## config.mk

```make
export PLATFORM = sky130hd
export DESIGN_NAME = capture_sequencer_flat
export DESIGN_NICKNAME = d
export VERILOG_FILES = /design/src/rtl/scope_pkg.sv /design/src/rtl/capture_sequencer_if.sv /design/src/rtl/trig_detect.sv /design/src/rtl/capture_sequencer.sv /design/src/flat_wrapper.sv
export SDC_FILE = /design/constraint.sdc
export NUM_CORES = 1
export LEC_CHECK = 0
export CORE_ASPECT_RATIO = 1.1
export CORE_MARGIN = 5
export CORE_UTILIZATION = 55
export CTS_BUF_LIST = sky130_fd_sc_hd__clkbuf_2 sky130_fd_sc_hd__clkbuf_4 sky130_fd_sc_hd__clkbuf_8
export DETAILED_ROUTE_END_ITERATION = 7
export GPL_TIMING_DRIVEN = 0
export PLACE_DENSITY = 0.83
export SETUP_SLACK_MARGIN = 0.02
export SKIP_CTS_REPAIR_TIMING = 1
export SKIP_LAST_GASP = 1
export SLEW_MARGIN = 15
export SYNTH_ARGS = -nofsm -noshare
export SYNTH_HDL_FRONTEND = slang
export SYNTH_SLANG_ARGS = --single-unit
```

## constraint.sdc

```tcl
create_clock -name sclk -period 4.4 [get_ports sclk]
set_input_delay 0.44 -clock sclk [delete_from_list [all_inputs] [get_ports sclk]]
set_output_delay 0.44 -clock sclk [all_outputs]
set_load 0.1 [all_outputs]
```

## src/rtl/scope_pkg.sv

```systemverilog
// Shared scope definitions: capture FSM state encoding, trigger mode codes and
// the default trace geometry that the VDU trace buffers are built around.
package scope_pkg;

    // Capture sequencer state encoding (also visible on state_o)
    localparam logic [1:0] StIdle    = 2'd0;
    localparam logic [1:0] StArmed   = 2'd1;
    localparam logic [1:0] StCapture = 2'd2;
    localparam logic [1:0] StHoldoff = 2'd3;

    // Trigger modes
    localparam logic [1:0] ModeAuto   = 2'd0;
    localparam logic [1:0] ModeNormal = 2'd1;
    localparam logic [1:0] ModeSingle = 2'd2;
    localparam logic [1:0] ModeStop   = 2'd3;

    // Trace geometry shared with the VDU
    localparam int unsigned DefDepth       = 640;
    localparam int unsigned DefAw          = 10;
    localparam int unsigned DefDw          = 9;
    localparam int unsigned DefAutoTimeout = 2048;
    localparam int unsigned DefHw          = 16;

endpackage

```

## src/rtl/capture_sequencer_if.sv

```systemverilog
// Capture sequencer bundle: sample input, trigger/run control and the trace
// buffer write port.
//   master : sample source / front-panel control side
//   slave  : capture_sequencer
interface capture_sequencer_if
    import scope_pkg::*;
#(
    parameter int unsigned AW = DefAw,
    parameter int unsigned DW = DefDw,
    parameter int unsigned HW = DefHw
);
    // Sample source and control
    logic          sample_valid;
    logic [DW-1:0] ch1_in;
    logic [DW-1:0] ch2_in;
    logic [DW-1:0] trig_level;
    logic          trig_src;
    logic          trig_slope;
    logic [1:0]    mode;
    logic          arm;
    logic          abort;
    logic [HW-1:0] holdoff;
    // Trace buffer write port and status
    logic [AW-1:0] wraddr;
    logic [DW-1:0] wrdata1;
    logic [DW-1:0] wrdata2;
    logic          we;
    logic [1:0]    state_o;
    logic          triggered;
    logic          frame_done;

    modport master (
        output sample_valid, ch1_in, ch2_in, trig_level, trig_src, trig_slope, mode, arm,
               abort, holdoff,
        input  wraddr, wrdata1, wrdata2, we, state_o, triggered, frame_done
    );

    modport slave (
        input  sample_valid, ch1_in, ch2_in, trig_level, trig_src, trig_slope, mode, arm,
               abort, holdoff,
        output wraddr, wrdata1, wrdata2, we, state_o, triggered, frame_done
    );

endinterface

```

## src/rtl/trig_detect.sv

```systemverilog
// Edge trigger detector for the selected channel.
//   sclk, rst : clock, asynchronous active-high reset
//   en_i      : detector armed; while low the history is discarded
//   valid_i   : cur_i is an accepted sample this cycle
//   slope_i   : 0 = rising, 1 = falling
//   cur_i     : current sample of the selected channel (unsigned)
//   level_i   : trigger threshold (unsigned)
//   hit_o     : combinational, high for the accepted sample that crosses the level
module trig_detect #(
    parameter int unsigned DW = 9
) (
    input  logic          sclk,
    input  logic          rst,
    input  logic          en_i,
    input  logic          valid_i,
    input  logic          slope_i,
    input  logic [DW-1:0] cur_i,
    input  logic [DW-1:0] level_i,
    output logic          hit_o
);

    logic [DW-1:0] prev_q;
    logic          prev_valid_q;
    logic          cur_above;
    logic          prev_above;
    logic          crossed;

    // History is dropped whenever disarmed, so the first sample after arming only loads prev.
    always_ff @(posedge sclk or posedge rst) begin
        if (rst) begin
            prev_q       <= '0;
            prev_valid_q <= 1'b0;
        end else if (!en_i) begin
            prev_valid_q <= 1'b0;
        end else if (valid_i) begin
            prev_q       <= cur_i;
            prev_valid_q <= 1'b1;
        end
    end

    always_comb begin
        cur_above  = (cur_i >= level_i);
        prev_above = (prev_q >= level_i);
        crossed    = slope_i ? (prev_above && !cur_above) : (!prev_above && cur_above);
        hit_o      = en_i && valid_i && prev_valid_q && crossed;
    end

endmodule

```

## src/rtl/capture_sequencer.sv

```systemverilog
// Trigger and capture controller for the VDU trace buffers. Waits for a trigger on
// the selected channel (or an auto-mode timeout), writes DEPTH sample pairs at
// addresses 0..DEPTH-1, then skips `holdoff` accepted samples before re-arming.
//   sclk, rst : sampling clock, asynchronous active-high reset
//   cap_io    : sample/control inputs and registered write port (slave modport)
module capture_sequencer
    import scope_pkg::*;
#(
    parameter int unsigned DEPTH        = DefDepth,
    parameter int unsigned AW           = DefAw,
    parameter int unsigned DW           = DefDw,
    parameter int unsigned AUTO_TIMEOUT = DefAutoTimeout,
    parameter int unsigned HW           = DefHw
) (
    input logic                sclk,
    input logic                rst,
    capture_sequencer_if.slave cap_io
);

    localparam int unsigned    TW          = $clog2(AUTO_TIMEOUT) + 1;
    localparam logic [AW-1:0]  LastAddr    = AW'(DEPTH - 1);
    localparam logic [TW-1:0]  TimeoutLast = TW'(AUTO_TIMEOUT - 1);

    logic [1:0]    state_q, state_d;
    logic [1:0]    mode_q, mode_d;
    logic [AW-1:0] addr_q, addr_d;
    logic [TW-1:0] tmo_q, tmo_d;
    logic [HW-1:0] hold_q, hold_d;
    logic [AW-1:0] wraddr_q, wraddr_d;
    logic [DW-1:0] wrdata1_q, wrdata1_d;
    logic [DW-1:0] wrdata2_q, wrdata2_d;
    logic          we_q, we_d;
    logic          trig_q, trig_d;
    logic          done_q, done_d;

    logic          armed;
    logic          trig_hit;
    logic          write;
    logic [DW-1:0] cur_sample;

    assign armed      = (state_q == StArmed);
    assign cur_sample = cap_io.trig_src ? cap_io.ch2_in : cap_io.ch1_in;

    trig_detect #(
        .DW(DW)
    ) u_trig_detect (
        .sclk    (sclk),
        .rst     (rst),
        .en_i    (armed),
        .valid_i (cap_io.sample_valid),
        .slope_i (cap_io.trig_slope),
        .cur_i   (cur_sample),
        .level_i (cap_io.trig_level),
        .hit_o   (trig_hit)
    );

    always_comb begin
        state_d   = state_q;
        mode_d    = mode_q;
        addr_d    = addr_q;
        tmo_d     = tmo_q;
        hold_d    = hold_q;
        wraddr_d  = wraddr_q;
        wrdata1_d = wrdata1_q;
        wrdata2_d = wrdata2_q;
        we_d      = 1'b0;
        trig_d    = trig_q;
        done_d    = 1'b0;
        write     = 1'b0;

        if (cap_io.abort) begin
            // Partial frame stays in the buffer; write data is simply held.
            state_d  = StIdle;
            addr_d   = '0;
            tmo_d    = '0;
            hold_d   = '0;
            wraddr_d = '0;
            trig_d   = 1'b0;
        end else begin
            // The cycle after the final write: announce the frame and park the address.
            if (we_q && (wraddr_q == LastAddr)) begin
                done_d   = 1'b1;
                wraddr_d = '0;
            end

            case (state_q)
                StIdle: begin
                    if (cap_io.arm && (cap_io.mode != ModeStop)) begin
                        state_d = StArmed;
                        mode_d  = cap_io.mode;
                        tmo_d   = '0;
                    end
                end
                StArmed: begin
                    if (cap_io.sample_valid) begin
                        if (trig_hit) begin
                            write   = 1'b1;
                            trig_d  = 1'b1;
                            state_d = StCapture;
                            tmo_d   = '0;
                        end else if (mode_q == ModeAuto) begin
                            if (tmo_q >= TimeoutLast) begin
                                write   = 1'b1;
                                trig_d  = 1'b0;
                                state_d = StCapture;
                                tmo_d   = '0;
                            end else begin
                                tmo_d = tmo_q + 1'b1;
                            end
                        end
                    end
                end
                StCapture: begin
                    write = cap_io.sample_valid;
                end
                default: begin // StHoldoff
                    if (hold_q >= cap_io.holdoff) begin
                        state_d = (mode_q == ModeSingle) ? StIdle : StArmed;
                        hold_d  = '0;
                        tmo_d   = '0;
                    end else if (cap_io.sample_valid) begin
                        hold_d = hold_q + 1'b1;
                    end
                end
            endcase

            // addr_q is always 0 in ARMED, so the starting sample lands at address 0.
            if (write) begin
                we_d      = 1'b1;
                wraddr_d  = addr_q;
                wrdata1_d = cap_io.ch1_in;
                wrdata2_d = cap_io.ch2_in;
                if (addr_q == LastAddr) begin
                    addr_d  = '0;
                    state_d = StHoldoff;
                    hold_d  = '0;
                    trig_d  = 1'b0;
                end else begin
                    addr_d = addr_q + 1'b1;
                end
            end
        end
    end

    always_ff @(posedge sclk or posedge rst) begin
        if (rst) begin
            state_q   <= StIdle;
            mode_q    <= ModeAuto;
            addr_q    <= '0;
            tmo_q     <= '0;
            hold_q    <= '0;
            wraddr_q  <= '0;
            wrdata1_q <= '0;
            wrdata2_q <= '0;
            we_q      <= 1'b0;
            trig_q    <= 1'b0;
            done_q    <= 1'b0;
        end else begin
            state_q   <= state_d;
            mode_q    <= mode_d;
            addr_q    <= addr_d;
            tmo_q     <= tmo_d;
            hold_q    <= hold_d;
            wraddr_q  <= wraddr_d;
            wrdata1_q <= wrdata1_d;
            wrdata2_q <= wrdata2_d;
            we_q      <= we_d;
            trig_q    <= trig_d;
            done_q    <= done_d;
        end
    end

    assign cap_io.wraddr     = wraddr_q;
    assign cap_io.wrdata1    = wrdata1_q;
    assign cap_io.wrdata2    = wrdata2_q;
    assign cap_io.we         = we_q;
    assign cap_io.state_o    = state_q;
    assign cap_io.triggered  = trig_q;
    assign cap_io.frame_done = done_q;

endmodule

```

## src/flat_wrapper.sv

```systemverilog
// flat-port wrapper written by rule: the top's interface ports become plain ports
module capture_sequencer_flat import scope_pkg::*;
#(
    parameter int unsigned DEPTH        = DefDepth,
    parameter int unsigned AW           = DefAw,
    parameter int unsigned DW           = DefDw,
    parameter int unsigned AUTO_TIMEOUT = DefAutoTimeout,
    parameter int unsigned HW           = DefHw
)
  (sclk, rst, cap_io_sample_valid, cap_io_ch1_in, cap_io_ch2_in, cap_io_trig_level, cap_io_trig_src, cap_io_trig_slope, cap_io_mode, cap_io_arm, cap_io_abort, cap_io_holdoff, cap_io_wraddr, cap_io_wrdata1, cap_io_wrdata2, cap_io_we, cap_io_state_o, cap_io_triggered, cap_io_frame_done);
  capture_sequencer_if #(.AW(AW), .DW(DW), .HW(HW)) cap_io_i ();
  input logic sclk;
  input logic rst;
  input wire logic [$bits(cap_io_i.sample_valid)-1:0] cap_io_sample_valid;
  input wire logic [$bits(cap_io_i.ch1_in)-1:0] cap_io_ch1_in;
  input wire logic [$bits(cap_io_i.ch2_in)-1:0] cap_io_ch2_in;
  input wire logic [$bits(cap_io_i.trig_level)-1:0] cap_io_trig_level;
  input wire logic [$bits(cap_io_i.trig_src)-1:0] cap_io_trig_src;
  input wire logic [$bits(cap_io_i.trig_slope)-1:0] cap_io_trig_slope;
  input wire logic [$bits(cap_io_i.mode)-1:0] cap_io_mode;
  input wire logic [$bits(cap_io_i.arm)-1:0] cap_io_arm;
  input wire logic [$bits(cap_io_i.abort)-1:0] cap_io_abort;
  input wire logic [$bits(cap_io_i.holdoff)-1:0] cap_io_holdoff;
  output wire logic [$bits(cap_io_i.wraddr)-1:0] cap_io_wraddr;
  output wire logic [$bits(cap_io_i.wrdata1)-1:0] cap_io_wrdata1;
  output wire logic [$bits(cap_io_i.wrdata2)-1:0] cap_io_wrdata2;
  output wire logic [$bits(cap_io_i.we)-1:0] cap_io_we;
  output wire logic [$bits(cap_io_i.state_o)-1:0] cap_io_state_o;
  output wire logic [$bits(cap_io_i.triggered)-1:0] cap_io_triggered;
  output wire logic [$bits(cap_io_i.frame_done)-1:0] cap_io_frame_done;
  assign cap_io_i.sample_valid = cap_io_sample_valid;
  assign cap_io_i.ch1_in = cap_io_ch1_in;
  assign cap_io_i.ch2_in = cap_io_ch2_in;
  assign cap_io_i.trig_level = cap_io_trig_level;
  assign cap_io_i.trig_src = cap_io_trig_src;
  assign cap_io_i.trig_slope = cap_io_trig_slope;
  assign cap_io_i.mode = cap_io_mode;
  assign cap_io_i.arm = cap_io_arm;
  assign cap_io_i.abort = cap_io_abort;
  assign cap_io_i.holdoff = cap_io_holdoff;
  assign cap_io_wraddr = cap_io_i.wraddr;
  assign cap_io_wrdata1 = cap_io_i.wrdata1;
  assign cap_io_wrdata2 = cap_io_i.wrdata2;
  assign cap_io_we = cap_io_i.we;
  assign cap_io_state_o = cap_io_i.state_o;
  assign cap_io_triggered = cap_io_i.triggered;
  assign cap_io_frame_done = cap_io_i.frame_done;
  capture_sequencer #(.DEPTH(DEPTH), .AW(AW), .DW(DW), .AUTO_TIMEOUT(AUTO_TIMEOUT), .HW(HW)) u_core (.sclk(sclk), .rst(rst), .cap_io(cap_io_i));
endmodule
```

==> impl_metrics.tcl <==
set metrics [dict create \
    status "completed" \
    dieWidth_microns 98.9 \
    htreeDepth 3 \
    fmax_mhz 286 \
    grt_pass1_wl_microns 18400 \
    synth_edf_count 0 \
    fin_area_sq_um 5980 \
    cp_max_fo 10 \
    grt_max_degree 58 \
    core-area_sq_um 8450 \
    crit_type "input pin to flop" \
    postRouteAntennaNets 0 \
    tightest_slew_ns 0.994 \
    internal_power_uw 1220 \
    synthCells 469 \
    num-nets-final 657 \
    grt_pass1_vias 3960 \
    synth_seq_cells 83 \
    place_inst 663 \
    p_comb_frac 0.179 \
    die_height_microns 108 \
    clkSlewWorstSetupHoldPaths_ns 0.10 \
    slowest_delay_ns 0.43 \
    vias 3865 \
    overflow 0 \
    ios 85 \
    fin_crit_ns 3.50 \
    cts_max_path_buffers 2 \
    cp-end-kind "flop" \
    async_flop_share 1.00 \
    viasPerCell 5.69 \
    ys.warnings.count 0 \
    final_cell_mix "dfrtp_1, clkdlybuf4s50_1, nor2_1" \
    drive_above_1_share 0.114 \
    switchingPower_uw 501 \
    wl_microns 10900 \
    hp-class "input pin to asynchronous set/reset pin" \
    final-hold-violation-count 0 \
    gp_congestion 0.834 \
    slew_violations 0 \
    grt_usage 0.212 \
    worstSkewPairLatency_ns 0.36 \
    synth_fp_nets 563 \
    vdd_drop_max_mv 0.174 \
    ys_seq_area_frac 0.435 \
    firstDrtPassIters 4 \
    instances_no_fill 679 \
    start_util 0.566 \
    maxCapViolCount 0 \
    setup_viol 0 \
    pwr_density_cell_nw_per_um2 288 \
    ys_types 55 \
    io_buffers 82 \
    antennaDiodeCount 0 \
    swShare 0.291 \
    tns_ns 0 \
    syn-cell-area_sq_um 4780 \
    seqPwrFrac 0.480 \
    place_area_sq_um 5770 \
    cp.arrival_ns 3.73 \
    p_leak_uw 0.00276 \
    rsz0062_at_grt "false" \
    whs_ns 0.411 \
    clkPwrFrac 0.340 \
    antenna_found_initial 0 \
    nFillCells 621 \
    wl_per_cell_microns 16.1 \
    die-area_sq_um 10700 \
    areaGrowthSynthToFinish_pct 25.0 \
    dr.first_iter.drc_count 123 \
    min_period_over_period 0.795 \
    slew_headroom 0.335 \
    worst_ep_required_time_ns 4.63 \
    layout_commonest_cell "dfrtp_1" \
    finClkSkew_ns 0.0150 \
    synthFlopType "dfrtp_1" \
    tritoncts "built" \
    dpl.hpwl_microns 8380 \
    fp-row-count 35 \
    path_cells "clkbuf_1, mux2_2, ha_1, nand4_1, or3_1, o31ai_1, o2111a_1, o31a_1, nor2b_1, buf_4, buf_4, mux2_2" \
    clock_sinks 83 \
    crit_slowest_cell "clkbuf_1" \
    start_kind "input pin" \
    drc 0 \
    numCtsBuffers 9 \
    synth_area_per_cell_sq_um 10.2 \
    cts-root-buf "clkbuf_8" \
]
## cells by family after synthesis
group | share of synthesized area
AND/OR/NAND/NOR | 0.164
AO/OA/AOI/OAI | 0.123
flip-flops | 0.435
buffers and inverters | 0.0440
adder cells (fa/ha/maj) | 0.110
multiplexers | 0.0885
XOR/XNOR | 0.0366
## critical path, delay by kind of cell
family                     cells  cell delay, ns
AOI/OAI and AO/OA              3            0.64
and+or+nand+nor                3            0.66
muxes                          2            0.77
buffers and inverters          3            0.89
adders and majority gates      1            0.32
## through the flow
step	utilization	total power, uW	setup WS, ns
2_1_floorplan	-	1030	1.08
3_3_place_gp	0.679	1130	0.533
3_5_place_dp	0.683	1150	0.511
4_1_cts	0.707	1720	0.888
5_1_grt	0.707	1800	0.708
6_report	0.707	1720	0.903
## worst paths after layout
| path | from | to | slack, ns | cells past startpoint |
|---|---|---|---|---|
| min in group sclk | cap_io_sample_valid | u_core.u_trig_detect.prev_valid_q$_DFFE_PP0P_ | 0.45 | 2 |
| max | cap_io_trig_src | u_core.cap_io.wrdata2[8]$_DFFE_PP0P_ | 0.90 | 12 |
| min | rst | u_core.cap_io.wrdata2[1]$_DFFE_PP0P_ | 0.41 | 2 |
| max reg2reg | u_core.cap_io.state_o[1]$_DFF_PP0_ | u_core.cap_io.wrdata2[8]$_DFFE_PP0P_ | 1.30 | 10 |
| min reg2reg | u_core.cap_io.wrdata1[8]$_DFFE_PP0P_ | u_core.cap_io.wrdata1[8]$_DFFE_PP0P_ | 0.50 | 1 |
| max in group asynchronous | rst | u_core.tmo_q[11]$_DFFE_PP0P_ | 3.39 | 3 |
## power by group through the flow
stage          sequential, uW  combinational (uW)  clock, uW
3_5_place_dp              840                 307          0
4_1_cts                   825                 311        587
3_3_place_gp              838                 288          0
2_1_floorplan             862                 173          0
5_1_grt                   830                 345        624
6_report                  826                 308        584
## layout make-up
cell class	instances	area, sq um	share of cell area
Inverter	32	123	0.0205
Timing Repair Buffer	83	848	0.142
Sequential cell	83	2080	0.348
Tap cell	111	139	0.0232
Multi-Input combinational cell	340	2490	0.417
Clock buffer	9	124	0.0207
Clock inverter	7	82.6	0.0138
Buffer	14	90.1	0.0151
## state kept, by name (all words and copies together), names as in the netlist, 2 cells and up
name	cells
u_core.cap_io.wrdata1	9
u_core.hold_q	16
u_core.mode_q	2
u_core.tmo_q	12
u_core.cap_io.state_o	2
u_core.addr_q	10
u_core.u_trig_detect.prev_q	9
u_core.cap_io.wraddr	10
u_core.cap_io.wrdata2	9
## Yosys cell counts (6+ instances only)
cell      instances  area [sq um]
dfrtp_1          83          2080
mux2_2           33           372
inv_1            32           120
xor2_1           15           131
ha_1             42           526
a21oi_1          19          95.1
and3_1           12          75.1
nand2b_1          6          37.5
o21ai_0          11          55.1
nor2_1           44           165
nand2_1          33           124
nand3_1          20           100
a22o_1            8          70.1
nand4_1           7          43.8
nor3_1            8          40.0
## routing by layer
layer	vias up	part of all wire	global-route usage
li1	1864	-	-
met1	1915	0.42	0.259
met2	76	0.53	0.381
met3	10	0.042	0.0395
met4	0	0.011	0.0615
met5	-	0	0
Power figures use the tool's default switching activity.
